### config.mk
export PLATFORM = sky130hd
export DESIGN_NAME = multicycle_alu
export DESIGN_NICKNAME = d
export VERILOG_FILES = /design/src/rtl/multicycle_alu.sv
export SDC_FILE = /design/constraint.sdc
export NUM_CORES = 1
export LEC_CHECK = 0
export ABC_CLOCK_PERIOD_IN_PS = 6080
export BUFFER_PORTS_ARGS = -buffer_cell sky130_fd_sc_hd__buf_2
export CORE_MARGIN = 10
export CORE_UTILIZATION = 35
export DETAILED_ROUTE_END_ITERATION = 8
export PLACE_DENSITY_LB_ADDON = 0.2
export SLEW_MARGIN = 25
export SYNTH_ARGS = -nofsm -noshare
export SYNTH_HDL_FRONTEND = slang
export SYNTH_SLANG_ARGS = --single-unit
### constraint.sdc
create_clock -name clk -period 6.08 [get_ports clk]
set_input_delay 1.216 -clock clk [delete_from_list [all_inputs] [get_ports clk]]
set_output_delay 1.216 -clock clk [all_outputs]
set_load 0.01 [all_outputs]
### src/rtl/multicycle_alu.sv
// Registered ALU with operand/result registers, single-cycle arithmetic and logic ops, and
// iterative shift and multiply ops run under a start/busy/done handshake.
module multicycle_alu #(
  parameter int unsigned WIDTH = 16,
  parameter int unsigned SHW   = $clog2(WIDTH)
) (
  input  logic             clk,
  input  logic             reset,
  input  logic [WIDTH-1:0] A,
  input  logic [WIDTH-1:0] B,
  input  logic             A_write,
  input  logic             B_write,
  input  logic             ALUout_write,
  input  logic [1:0]       ALUop,
  input  logic [3:0]       Func,
  input  logic             start,
  output logic             busy,
  output logic             done,
  output logic [WIDTH-1:0] Result,
  output logic             isNegative,
  output logic             overflow,
  output logic             isZero
);

  localparam int unsigned MSB = WIDTH - 1;

  typedef enum logic [1:0] {StIdle, StRun, StFinish} state_e;

  state_e             state_q, state_d;
  logic [WIDTH-1:0]   a_q, a_d, b_q, b_d, result_q, result_d, mcand_q, mcand_d;
  logic               ovf_q, ovf_d, done_q, done_d;
  logic [SHW:0]       cnt_q, cnt_d;
  logic [1:0]         mop_q, mop_d;
  // Shifts work in the low half; mul keeps {partial product, remaining multiplier bits}.
  logic [2*WIDTH-1:0] acc_q, acc_d;

  logic [3:0]       op;
  logic [WIDTH-1:0] sum, diff, comb_res;
  logic [WIDTH:0]   mul_sum;
  logic             add_ovf, sub_ovf, comb_ovf, is_multi;

  always_comb begin
    unique case (ALUop)
      2'd0:    op = 4'd0;
      2'd1:    op = 4'd1;
      2'd2:    op = Func;
      default: op = 4'd3;
    endcase
  end

  assign sum      = a_q + b_q;
  assign diff     = a_q - b_q;
  assign add_ovf  = (a_q[MSB] == b_q[MSB]) && (sum[MSB] != a_q[MSB]);
  assign sub_ovf  = (a_q[MSB] != b_q[MSB]) && (diff[MSB] != a_q[MSB]);
  assign is_multi = (op[3:2] == 2'b10);
  assign mul_sum  = {1'b0, acc_q[2*WIDTH-1:WIDTH]} + (acc_q[0] ? {1'b0, mcand_q} : '0);

  always_comb begin
    comb_res = '0;
    comb_ovf = 1'b0;
    unique case (op)
      4'd0: begin comb_res = sum;  comb_ovf = add_ovf; end
      4'd1: begin comb_res = diff; comb_ovf = sub_ovf; end
      4'd2: comb_res = a_q & b_q;
      4'd3: comb_res = a_q | b_q;
      4'd4: comb_res = ~(a_q | b_q);
      4'd5: comb_res = ~(a_q & b_q);
      4'd6: comb_res = a_q ^ b_q;
      4'd7: begin
        comb_res = {{(WIDTH-1){1'b0}}, diff[MSB] ^ sub_ovf};
        comb_ovf = sub_ovf;
      end
      default: ;
    endcase
  end

  always_comb begin
    state_d  = state_q;
    a_d      = a_q;
    b_d      = b_q;
    result_d = result_q;
    ovf_d    = ovf_q;
    cnt_d    = cnt_q;
    acc_d    = acc_q;
    mcand_d  = mcand_q;
    mop_d    = mop_q;
    done_d   = 1'b0;
    unique case (state_q)
      StIdle: begin
        if (A_write) a_d = A;
        if (B_write) b_d = B;
        if (start && is_multi) begin
          mop_d   = op[1:0];
          mcand_d = a_q;
          state_d = StRun;
          if (op[1:0] == 2'd3) begin
            acc_d = {{WIDTH{1'b0}}, b_q};
            cnt_d = (SHW+1)'(WIDTH);
          end else begin
            acc_d = {{WIDTH{1'b0}}, a_q};
            cnt_d = {1'b0, b_q[SHW-1:0]};
          end
        end else if (ALUout_write && !is_multi) begin
          result_d = comb_res;
          ovf_d    = comb_ovf;
        end
      end
      StRun: begin
        if (cnt_q != '0) begin
          cnt_d = cnt_q - (SHW+1)'(1);
          unique case (mop_q)
            2'd0: acc_d = {acc_q[2*WIDTH-1:WIDTH], acc_q[WIDTH-2:0], 1'b0};
            2'd1: acc_d = {acc_q[2*WIDTH-1:WIDTH], 1'b0, acc_q[WIDTH-1:1]};
            2'd2: acc_d = {acc_q[2*WIDTH-1:WIDTH], acc_q[MSB], acc_q[WIDTH-1:1]};
            default: acc_d = {mul_sum, acc_q[WIDTH-1:1]};
          endcase
        end
        // A zero shift amount still spends one cycle here.
        if (cnt_q <= (SHW+1)'(1)) state_d = StFinish;
      end
      StFinish: begin
        result_d = acc_q[WIDTH-1:0];
        ovf_d    = (mop_q == 2'd3) ? |acc_q[2*WIDTH-1:WIDTH] : 1'b0;
        done_d   = 1'b1;
        state_d  = StIdle;
      end
      default: state_d = StIdle;
    endcase
  end

  always_ff @(posedge clk or posedge reset) begin
    if (reset) begin
      state_q  <= StIdle;
      a_q      <= '0;
      b_q      <= '0;
      result_q <= '0;
      ovf_q    <= 1'b0;
      cnt_q    <= '0;
      acc_q    <= '0;
      mcand_q  <= '0;
      mop_q    <= '0;
      done_q   <= 1'b0;
    end else begin
      state_q  <= state_d;
      a_q      <= a_d;
      b_q      <= b_d;
      result_q <= result_d;
      ovf_q    <= ovf_d;
      cnt_q    <= cnt_d;
      acc_q    <= acc_d;
      mcand_q  <= mcand_d;
      mop_q    <= mop_d;
      done_q   <= done_d;
    end
  end

  assign busy       = (state_q != StIdle);
  assign done       = done_q;
  assign Result     = result_q;
  assign isNegative = result_q[MSB];
  assign isZero     = (result_q == '0);
  assign overflow   = ovf_q;

endmodule

==> summary.md, run 1 <==
| Metric | Value |
|---|---|
| Leakage power | 0.00415 uW |
| Vias in the first global route | 7638 |
| Clock Power Share | 11.4% |
| Routability-driven placement congestion ratio | 0.889 |
| Critical path startpoint category | flop |
| Worst Path Required | 6.30 ns |
| First-iteration detailed-routing DRC count | 784 |
| Die span in x | 175 um |
| Power share of the combinational group | 60.1% |
| Worst hold start | mcand_q[15] |
| Total clock sinks | 107 |
| Hold-fix buffers at CTS | 0 |
| Via-per-instance ratio | 5.63 |
| Worst reg2reg setup slack | 2.09 ns |
| Slew Limit Headroom | 40.3% |
| Syn Std Cell Area | 8430 um2 |
| Total Nets Final | 1168 |
| Clock root buffer | sky130_fd_sc_hd__clkbuf_16 |
| Achievable frequency | 251 MHz |
| Post-detailed-route wirelength per cell | 20.0 um |
| End point of the most critical hold path | mcand_q[15] |
| Fraction of synthesis flops using an asynchronous set or reset pin | 100% |
| Unique masters post-synth | 88 |
| Ordered list of cells on the worst path | inv_1 -> ha_1 -> or4_1 -> o2111ai_1 -> nand2_1 -> o21ai_0 -> a211oi_1 -> fa_1 -> o221ai_1 -> a211o_1 -> a222oi_1 -> o31ai_1 |
| Clock skew | 0.00596 ns |
| Maximum number of pins on one net before global-route repair | 71 |
| Final HPWL DP | 20900 um |
| Worst path buffer plus inverter count | 1 |
| Detail Route Antenna Nets | 0 |
| CTS H-tree lvls | 3 |
| Total core area | 23600 um2 |
| Transition time at the pin with the least slew margin | 0.896 ns |
| Global-route wire length before repair | 43300 um |
| Number of cells on the worst reg-to-reg path | 12 |
| Hold slack | 0.500 ns |
| Finish-stage setup viols | 0 |
| Share of total power in sequential cells | 28.5% |
| Number of storage elements in the synthesis netlist | 107 |
| Sequential cell area | 2680 um2 |
| Path category of the worst min-delay check | flop to flop |
| Most common cell after layout, fill and taps aside | sky130_fd_sc_hd__o21ai_0 |
| CTS Buffer Depth | 2 |
| Switching Power | 2560 uW |
| Die area | 30700 um2 |
| Setup Buffers After CTS | 0 |
| Share of the cycle needed by the critical path after routing | 65.6% |
| Arrival time of the worst setup path | 4.21 ns |
| Most used cells in the layout excluding fill and tap cells | 135 x sky130_fd_sc_hd__o21ai_0, 133 x sky130_fd_sc_hd__nand2_1, 107 x sky130_fd_sc_hd__dfrtp_1 |
| Final count of pins violating max slew | 0 |
| Switching part of the total | 50.7% |
| TritonCTS clock tree | built |
| Final Util | 39.1% |
| Final wirelength | 27400 um |
| Critical path type | flop to flop |
| Worst r2r dst | Result[15] |
| CTS clock-pin slew for the worst setup and hold paths | 0.07 ns |
| Element type at the critical path end | flop |
| Post-synthesis cell count | 1021 |
| Run status | finished, final reports clean |
| Internal power summed over all cells | 2490 uW |
| Average instance area after synthesis | 8.25 um2 |
| TNS Setup | 0 ns |
| Number of enable flip-flop cells after synthesis | 0 |
| Count of filler cells inserted in the layout | 2481 |
| Worst Path Max Fanout | 10 |
| All-layer global routing usage | 17.6% |
| Worst stage delay on the critical path | 0.60 ns |
| Launch point of the worst reg-to-reg path | a_q[5] |
| Number of antenna repair diodes | 0 |
| Antenna violations before repair | 1 |
| Sequential area share after synthesis | 31.8% |
| Cells resized by post-CTS repair | 0 |
| Main synth FF type | sky130_fd_sc_hd__dfrtp_1 |
| Number of stages on the worst hold path | 1 |
| Insertion delay of the later-clocked pin in the worst-skew pair | 0.36 ns |
| Yosys Warn Count | 0 |
| Fraction of final layout cells with drive strength greater than 1 | 12.7% |
| GRT overflow | 0 |
| P&R area growth vs syn | 9.52% |
| Unrepaired setup endpoints after global routing | no |
| Number of endpoints with negative hold slack in the final report | 0 |
| Kind of cell adding the most delay to the critical path | compound AO/OA/AOI/OAI gates |
| Total of max-cap violations | 0 |
| Total area of multi-input combinational cells | 5220 um2 |
| Remaining design rule violation count | 0 |
| Post-route minimum period | 3.99 ns |
| Syn_nets | 1141 |
| Die Height | 175 um |
| Critical-path top delay cell | sky130_fd_sc_hd__or4_1 |
| Vias after detailed routing | 7719 |
| Clock buffer count from CTS | 9 |
| PwrDens | 548 nW/um2 |
| Number of placed I/O pins | 65 |
| First-pass detailed-route iteration total | 5 |
| Effective utilization at floorplan | 35.7% |
| Maximum ir drop on the vdd rail | 0.239 mV |
| Cell row count | 56 |
| Number of input and output port buffers inserted | 64 |
[cell usage after synthesis (5+ instances only)]
library cell | count | share of area [%]
sky130_fd_sc_hd__o21ai_0 | 137 | 8.1
sky130_fd_sc_hd__nor2_1 | 60 | 2.7
sky130_fd_sc_hd__a221oi_1 | 9 | 0.94
sky130_fd_sc_hd__xnor2_1 | 12 | 1.2
sky130_fd_sc_hd__ha_1 | 72 | 11
sky130_fd_sc_hd__and3_1 | 7 | 0.52
sky130_fd_sc_hd__a2111oi_0 | 5 | 0.52
sky130_fd_sc_hd__a31oi_1 | 11 | 0.82
sky130_fd_sc_hd__o31ai_1 | 8 | 0.71
sky130_fd_sc_hd__nor2b_1 | 8 | 0.59
sky130_fd_sc_hd__nand3_1 | 11 | 0.65
sky130_fd_sc_hd__buf_2 | 10 | 0.59
sky130_fd_sc_hd__o21ai_1 | 6 | 0.36
sky130_fd_sc_hd__and2_1 | 16 | 1.2
sky130_fd_sc_hd__nand4_1 | 5 | 0.37
sky130_fd_sc_hd__clkbuf_1 | 37 | 1.6
sky130_fd_sc_hd__nor3_1 | 16 | 0.95
sky130_fd_sc_hd__buf_6 | 6 | 0.80
sky130_fd_sc_hd__o21a_1 | 10 | 0.89
sky130_fd_sc_hd__nand2b_1 | 9 | 0.67
sky130_fd_sc_hd__xor2_1 | 8 | 0.83
sky130_fd_sc_hd__a211oi_1 | 9 | 0.80
sky130_fd_sc_hd__mux2_2 | 17 | 2.3
sky130_fd_sc_hd__a21o_1 | 13 | 1.2
sky130_fd_sc_hd__o211ai_1 | 8 | 0.71
sky130_fd_sc_hd__a21oi_1 | 81 | 4.8
sky130_fd_sc_hd__buf_4 | 6 | 0.53
sky130_fd_sc_hd__inv_1 | 62 | 2.8
sky130_fd_sc_hd__nand2_1 | 133 | 5.9
sky130_fd_sc_hd__nor4_1 | 13 | 0.97
sky130_fd_sc_hd__a22oi_1 | 5 | 0.45
sky130_fd_sc_hd__dfrtp_1 | 107 | 32
[layer usage]
| layer | vias up | part of all wire [%] | wire [um] | track usage [%] |
|---|---|---|---|---|
| met5 | - | 0 | 0 | 0 |
| met4 | 0 | 1.6 | 450 | 4.84 |
| met3 | 27 | 5.1 | 1410 | 1.68 |
| met2 | 254 | 48 | 13200 | 29.5 |
| met1 | 3734 | 45 | 12400 | 23.6 |
| li1 | 3704 | - | - | - |
[worst max path at each step]
stage            endpoint  cells after the start  startpoint
2_1_floorplan   Result[0]                      1       reset
3_3_place_gp   Result[15]                     13      a_q[1]
3_5_place_dp   Result[15]                     12      a_q[5]
4_1_cts        Result[15]                     12      a_q[5]
5_1_grt        Result[15]                     12      a_q[5]
6_report       Result[15]                     12      a_q[5]
[flip-flops by register name, indices dropped and copies added (netlist names)]
signal    flops
acc_q        32
b_q          16
mop_q         2
done          1
a_q          16
mcand_q      16
state_q       2
Result       16
cnt_q         5
overflow      1
[area by class of cell]
| cell class | instances | area share, % |
|---|---|---|
| Multi-Input combinational cell | 790 | 56.5 |
| Sequential cell | 107 | 29.0 |
| Timing Repair Buffer | 78 | 4.61 |
| Tap cell | 319 | 4.32 |
| Clock buffer | 12 | 2.67 |
| Inverter | 62 | 2.55 |
| Clock inverter | 4 | 0.285 |
[worst register-to-register path, stage by stage (launching register included)]
cell                        delay (ns)
sky130_fd_sc_hd__dfrtp_1          0.43
sky130_fd_sc_hd__inv_1            0.09
sky130_fd_sc_hd__ha_1             0.47
sky130_fd_sc_hd__or4_1            0.60
sky130_fd_sc_hd__o2111ai_1        0.42
sky130_fd_sc_hd__nand2_1          0.15
sky130_fd_sc_hd__o21ai_0          0.17
sky130_fd_sc_hd__a211oi_1         0.12
sky130_fd_sc_hd__fa_1             0.53
sky130_fd_sc_hd__o221ai_1         0.12
sky130_fd_sc_hd__a211o_1          0.29
sky130_fd_sc_hd__a222oi_1         0.32
sky130_fd_sc_hd__o31ai_1          0.13
[logic make-up after synthesis]
family / after synthesis / share of synthesized area, %
AOI/OAI and AO/OA: 365 / 27.6
and+or+nand+nor: 308 / 17.6
buffers and inverters: 124 / 6.49
DFF: 107 / 31.8
adders and majority gates: 76 / 11.6
muxes: 21 / 2.75
xor gates and xnor gates: 20 / 2.08
[power by group through the flow]
stage                     registers (uW)  clock network (uW)  logic [uW]
after floorplan                     1280                   0        2320
after global placement              1450                   0        2980
after detailed placement            1450                   0        2990
after CTS                           1440                 584        3000
after global routing                1490                 609        3370
final                               1440                 575        3040
[stage by stage]
step	power, uW	setup slack [ns]	cell area [um2]	cells
after floorplan	3600	2.05	8430	1021
after global placement	4430	2.27	8950	1356
after detailed placement	4440	2.16	8960	1356
after CTS	5030	2.13	9230	1372
after global routing	5470	1.81	9230	1372
final	5050	2.09	9230	1372
Power figures use the tool's default switching activity.
==> run 2, diff against run 1 <==
ABC_CLOCK_PERIOD_IN_PS = 3700   (was 6080)
clock period = 3.7 ns   (was 6.08 ns; I/O delays follow)
==> run 2 against run 1 <==
Design area rose by 3.1%. Worst hold slack improved by 0.0029 ns. Wire length rose by 4.4%. Largest power group unchanged. Critical endpoint unchanged. Non-clock buffer count rose by 30. Critical path type unchanged.
==> summary.md, run 2 (same netlist as run 1, synthesis figures left out) <==
| Metric | Value |
|---|---|
| Critical path startpoint category | flop |
| Die Height | 175 um (unchanged) |
| Detail Route Antenna Nets | 0 (unchanged) |
| PwrDens | 916 nW/um2 (+67%) |
| Maximum number of pins on one net before global-route repair | 65 (-8.5%) |
| All-layer global routing usage | 18.8% (+1.2 points) |
| Vias in the first global route | 7953 (+4.1%) |
| P&R area growth vs syn | 13.0% |
| Unrepaired setup endpoints after global routing | no |
| Effective utilization at floorplan | 35.7% (unchanged) |
| Run status | finished, final reports clean |
| Worst slack after detailed placement | -0.0151 ns (-2.17 ns) |
| Final wirelength | 28600 um (+4.4%) |
| Maximum ir drop on the vdd rail | 0.396 mV (+66%) |
| Number of antenna repair diodes | 0 (unchanged) |
| Worst Path Max Fanout | 4 (-6) |
| Post-detailed-route wirelength per cell | 20.4 um (+2.2%) |
| CTS clock-pin slew for the worst setup and hold paths | 0.08 ns (about the same) |
| Critical path type | flop to flop |
| Most used cells in the layout excluding fill and tap cells | 135 x sky130_fd_sc_hd__o21ai_0, 132 x sky130_fd_sc_hd__nand2_1, 107 x sky130_fd_sc_hd__dfrtp_1 |
| Leakage power | 0.00432 uW (+4.0%) |
| Die area | 30700 um2 (unchanged) |
| Remaining design rule violation count | 0 (unchanged) |
| GRT overflow | 0 (unchanged) |
| Routability-driven placement congestion ratio | 0.934 (+5.1%) |
| First-pass detailed-route iteration total | 5 (unchanged) |
| Most common cell after layout, fill and taps aside | sky130_fd_sc_hd__o21ai_0 |
| Global-route wire length before repair | 45800 um (+5.9%) |
| Clock buffer count from CTS | 9 (unchanged) |
| Die span in x | 175 um (unchanged) |
| Clock root buffer | sky130_fd_sc_hd__clkbuf_16 |
| CTS Buffer Depth | 2 (unchanged) |
| First-iteration detailed-routing DRC count | 699 (-11%) |
| Total core area | 23600 um2 (unchanged) |
| Min setup slack post-route | 0.152 ns (-1.94 ns) |
| Slew Limit Headroom | 37.2% (-3.1 points) |
| Worst Path Required | 3.92 ns (-2.38 ns) |
| Final HPWL DP | 21300 um (+2.2%) |
| Hold slack | 0.503 ns (+0.00286 ns) |
| Via-per-instance ratio | 5.64 (+0.19%) |
| Fraction of final layout cells with drive strength greater than 1 | 15.6% (+2.9 points) |
| Number of placed I/O pins | 65 (unchanged) |
| Arrival time of the worst setup path | 3.77 ns (-0.44 ns) |
| Path category of the worst min-delay check | flop to flop |
| Antenna violations before repair | 1 (unchanged) |
| Insertion delay of the later-clocked pin in the worst-skew pair | 0.36 ns (about the same) |
| Post-route minimum period | 3.55 ns (-0.442 ns) |
| Achievable frequency | 282 MHz (+12%) |
| Total of max-cap violations | 0 (unchanged) |
| Total Nets Final | 1198 (+2.6%) |
| CTS H-tree lvls | 3 (unchanged) |
| Finish-stage setup viols | 0 (unchanged) |
| Top reg by flops | acc_q |
| Clock skew | 0.0111 ns (+0.00517 ns) |
| Vias after detailed routing | 7897 (+2.3%) |
| Share of the cycle needed by the critical path after routing | 95.9% (+30 points) |
| Overall power | 8720 uW (+73%) |
| Transition time at the pin with the least slew margin | 0.943 ns (+0.0468 ns) |
| Number of input and output port buffers inserted | 64 (unchanged) |
| Number of endpoints with negative hold slack in the final report | 0 (unchanged) |
| Element type at the critical path end | flop |
| TritonCTS clock tree | built |
| Total clock sinks | 107 (unchanged) |
| Final count of pins violating max slew | 0 (unchanged) |
| Cell row count | 56 (unchanged) |
| Flip-flop count of the largest register after layout | 32 (unchanged) |
-- run 2: changes by cell type in the layout (fill, tap and decap cells not counted), sizes merged --
cell,before,now
buf,78,108
clkinvlp,1,0
-- run 2: cell type report --
type / instances / area, um2
clock buffer: 12 / 267
tap: 319 / 399
clock inverter: 3 / 22.5
inverter: 62 / 235
sequential: 107 / 2680
multi-input combinational: 790 / 5260
fill: 2455 / 14100
timing repair buffer: 108 / 663
-- run 2: worst max-delay path, stage by stage (launching register included) --
cell	delay, ns
sky130_fd_sc_hd__dfrtp_1	0.39
sky130_fd_sc_hd__inv_1	0.09
sky130_fd_sc_hd__ha_1	0.23
sky130_fd_sc_hd__or2_4	0.27
sky130_fd_sc_hd__a221o_2	0.41
sky130_fd_sc_hd__o2111ai_4	0.26
sky130_fd_sc_hd__nand2_2	0.09
sky130_fd_sc_hd__o21ai_1	0.14
sky130_fd_sc_hd__a211oi_1	0.13
sky130_fd_sc_hd__fa_1	0.57
sky130_fd_sc_hd__o221ai_1	0.11
sky130_fd_sc_hd__a211o_1	0.29
sky130_fd_sc_hd__a222oi_1	0.29
sky130_fd_sc_hd__o31ai_1	0.13
-- run 2: per-layer routing --
| layer | part of all wire [%] | global-route usage, % | vias up |
|---|---|---|---|
| met4 | 2.9 | 8.02 | 0 |
| met3 | 4.6 | 2.16 | 50 |
| li1 | - | - | 3779 |
| met5 | 0 | 0 | - |
| met2 | 46 | 30.3 | 261 |
| met1 | 46 | 24.7 | 3807 |
-- run 2: report_power, final --
| group | internal (uW) | leakage [uW] | switching [uW] |
|---|---|---|---|
| combinational | 2180 | 0.00282 | 3230 |
| sequential | 1680 | 0.00135 | 641 |
| clock | 511 | 0.000145 | 477 |
| total | 4380 | 0.00432 | 4340 |
-- run 2: stage by stage --
step | instances | util (%) | TNS (ns) | area (um2)
floorplan | 1021 | - | 0 | 8430
global placement | 1384 | 38.9 | 0 | 9180
detailed placement | 1384 | 38.9 | -0.0151 | 9180
CTS | 1399 | 40.1 | 0 | 9470
global route | 1401 | 40.3 | 0 | 9520
finish | 1401 | 40.3 | 0 | 9520
-- run 2: path summary, 6_finish.rpt --
check | from | endpoint | slack (ns) | cells after the start
min | mcand_q[15] | mcand_q[15] | 0.50 | 1
max | a_q[0] | Result[15] | 0.15 | 13
min in group asynchronous | reset | cnt_q[3] | 0.54 | 2
max reg2reg | a_q[0] | Result[15] | 0.15 | 13
max in group asynchronous | reset | acc_q[26] | 2.43 | 3
min reg2reg | mcand_q[15] | mcand_q[15] | 0.50 | 1
-- run 2: repair_timing --
item,in CTS,in global routing
pin swaps,0,5
hold buffers,0,0
endpoints found under the setup margin,1,1
buffers inserted,0,2
cloned,0,0
gates resized for setup,1,6
==> run 3, diff against run 2 <==
PLACE_DENSITY_LB_ADDON = default   (was 0.2)
==> run 3 against run 2 <==
Maximum frequency up 0.24%. Global-route usage down 0.67 points. Largest cell class unchanged. Critical endpoint unchanged. Sequential cell count unchanged.
==> summary.md, run 3 (same netlist as run 1, synthesis figures left out) <==
| Metric | Value |
|---|---|
| Path category of the worst min-delay check | primary input to async pin |
| Final count of pins violating max slew | 0 (unchanged) |
| Setup Buffers After CTS | 0 (unchanged) |
| First-iteration detailed-routing DRC count | 729 (+4.3%) |
| Worst Path Max Fanout | 4 (unchanged) |
| Via-per-instance ratio | 5.65 (+0.22%) |
| Most common cell after layout, fill and taps aside | sky130_fd_sc_hd__o21ai_0 |
| Number of input and output port buffers inserted | 64 (unchanged) |
| Hold-fix buffers at CTS | 0 (unchanged) |
| Post-detailed-route wirelength per cell | 20.0 um (-2.3%) |
| GRT overflow | 0 (unchanged) |
| TNS Setup | 0 ns (unchanged) |
| First-pass detailed-route iteration total | 5 (unchanged) |
| Finish-stage setup viols | 0 (unchanged) |
| Effective utilization at floorplan | 35.7% (unchanged) |
| Critical path type | flop to flop |
| Die area | 30700 um2 (unchanged) |
| Clock skew | 0.0105 ns (-0.000674 ns) |
| Min setup slack post-route | 0.160 ns (+0.00851 ns) |
| CTS clock-pin slew for the worst setup and hold paths | 0.08 ns (about the same) |
| Vias in the first global route | 7946 (-0.088%) |
| Cell row count | 56 (unchanged) |
| Most used cells in the layout excluding fill and tap cells | 135 x sky130_fd_sc_hd__o21ai_0, 133 x sky130_fd_sc_hd__nand2_1, 107 x sky130_fd_sc_hd__dfrtp_1 |
| Remaining design rule violation count | 0 (unchanged) |
| Crit path from | b_q[1] |
| All-layer global routing usage | 18.1% (-0.67 points) |
| Maximum ir drop on the vdd rail | 0.400 mV (+0.78%) |
| Die Height | 175 um (unchanged) |
| Final HPWL DP | 20500 um (-3.9%) |
| PwrDens | 907 nW/um2 (-1.0%) |
| Top reg by flops | acc_q |
| Number of antenna repair diodes | 0 (unchanged) |
| Area of all placed cells without fillers | 9470 um2 (-0.53%) |
| Post-route minimum period | 3.54 ns (-0.00851 ns) |
| Vias after detailed routing | 7875 (-0.28%) |
| Total core area | 23600 um2 (unchanged) |
| Run status | finished, final reports clean |
| Total Nets Final | 1191 (-0.58%) |
| Total of max-cap violations | 0 (unchanged) |
| Element type at the critical path end | flop |
| Final wirelength | 27800 um (-2.8%) |
| Maximum number of pins on one net before global-route repair | 57 (-12%) |
| Worst r2r dst | Result[15] |
| Number of endpoints with negative hold slack in the final report | 0 (unchanged) |
| Worst slack after detailed placement | -0.00262 ns (+0.0124 ns) |
| Transition time at the pin with the least slew margin | 0.878 ns (-0.0645 ns) |
| TritonCTS clock tree | built |
| Detail Route Antenna Nets | 0 (unchanged) |
| Antenna violations before repair | 0 (-1) |
| Die span in x | 175 um (unchanged) |
| CTS Buffer Depth | 2 (unchanged) |
| Leakage power | 0.00428 uW (-0.78%) |
| Slew Limit Headroom | 40.8% (+3.7 points) |
| Final Util | 40.1% (-0.21 points) |
| Routability-driven placement congestion ratio | 0.916 (-1.9%) |
| P&R area growth vs syn | 12.4% |
| Cell area after placement | 9160 um2 (-0.14%) |
| Number of cells on the worst reg-to-reg path | 13 (unchanged) |
| Clock buffer count from CTS | 9 (unchanged) |
| Unrepaired setup endpoints after global routing | no |
| Critical path startpoint category | flop |
| Launch point of the worst reg-to-reg path | b_q[1] |
| Fraction of final layout cells with drive strength greater than 1 | 14.8% (-0.83 points) |
| Achievable frequency | 283 MHz (+0.24%) |
| Arrival time of the worst setup path | 3.77 ns (about the same) |
| Worst Path Required | 3.93 ns (about the same) |
| Number of placed I/O pins | 65 (unchanged) |
| Timing endpoint of the critical path | Result[15] |
| Insertion delay of the later-clocked pin in the worst-skew pair | 0.36 ns (about the same) |
| Clock root buffer | sky130_fd_sc_hd__clkbuf_16 |
| Hold slack | 0.505 ns (+0.00205 ns) |
| Worst reg2reg setup slack | 0.16 ns (about the same) |
| Count of filler cells inserted in the layout | 2449 (-0.24%) |
| Flip-flop count of the largest register after layout | 32 (unchanged) |
| CTS H-tree lvls | 3 (unchanged) |
| Total clock sinks | 107 (unchanged) |
| Global-route wire length before repair | 44600 um (-2.7%) |
| Share of the cycle needed by the critical path after routing | 95.7% (-0.23 points) |
==> run 3: changes by cell type in the layout (fill, tap and decap cells not counted), moves of 2 or more <==
cell                         delta
sky130_fd_sc_hd__clkinv_4       -2
sky130_fd_sc_hd__clkbuf_8       -3
sky130_fd_sc_hd__clkinvlp_4     +2
sky130_fd_sc_hd__buf_4          -9
sky130_fd_sc_hd__buf_12         +2
==> run 3: cell type report <==
cell class / instances / area [um2] / share of cell area, %
timing repair buffer: 101 / 636 / 6.71
clock inverter: 5 / 55.1 / 0.581
sequential: 107 / 2680 / 28.3
tap: 319 / 399 / 4.22
inverter: 62 / 235 / 2.48
multi-input combinational: 790 / 5240 / 55.3
clock buffer: 10 / 229 / 2.42
==> run 3: how the worst min path moves through the flow <==
stage                start  slack [ns]           to
4_1_cts        mcand_q[15]        0.51  mcand_q[15]
5_1_grt        mcand_q[15]        0.53  mcand_q[15]
6_report             reset        0.51    acc_q[28]
3_3_place_gp   mcand_q[11]        0.48  mcand_q[11]
2_1_floorplan   mcand_q[0]        0.47   mcand_q[0]
3_5_place_dp   mcand_q[11]        0.49  mcand_q[11]
==> run 3: critical path: stages, from the launching register on <==
cell                        delay, ns
sky130_fd_sc_hd__dfrtp_1         0.37
sky130_fd_sc_hd__inv_1           0.07
sky130_fd_sc_hd__ha_1            0.30
sky130_fd_sc_hd__or2_1           0.25
sky130_fd_sc_hd__a221o_2         0.42
sky130_fd_sc_hd__o2111ai_4       0.26
sky130_fd_sc_hd__nand2_1         0.12
sky130_fd_sc_hd__o21ai_1         0.14
sky130_fd_sc_hd__a211oi_1        0.12
sky130_fd_sc_hd__fa_1            0.54
sky130_fd_sc_hd__o221ai_1        0.11
sky130_fd_sc_hd__a211o_1         0.29
sky130_fd_sc_hd__a222oi_1        0.31
sky130_fd_sc_hd__o31ai_1         0.12
==> run 3: layer usage <==
layer / share of wire [%] / track usage, % / up-vias
met4: 3.4 / 7.24 / 0
met2: 48 / 30.3 / 281
met3: 5.9 / 2.61 / 68
li1: - / - / 3763
met5: 0 / 0 / -
met1: 43 / 22.9 / 3763
==> run 3: what timing repair did <==
| item | in CTS | in global routing |
|---|---|---|
| gates resized for setup | 1 | 4 |
| pin swaps | 0 | 1 |
| endpoints found under the setup margin | 1 | 1 |
==> run 3: stage by stage <==
step           std cells  power [uW]
2_1_floorplan       1021        5910
3_3_place_gp        1379        7380
3_5_place_dp        1379        7450
4_1_cts             1394        8480
5_1_grt             1394        9290
6_report            1394        8590
==> run 3: power breakdown <==
group	switching (uW)	leakage, uW	internal (uW)
logic	3170	0.00279	2110
clock network	462	0.000134	520
registers	638	0.00135	1680
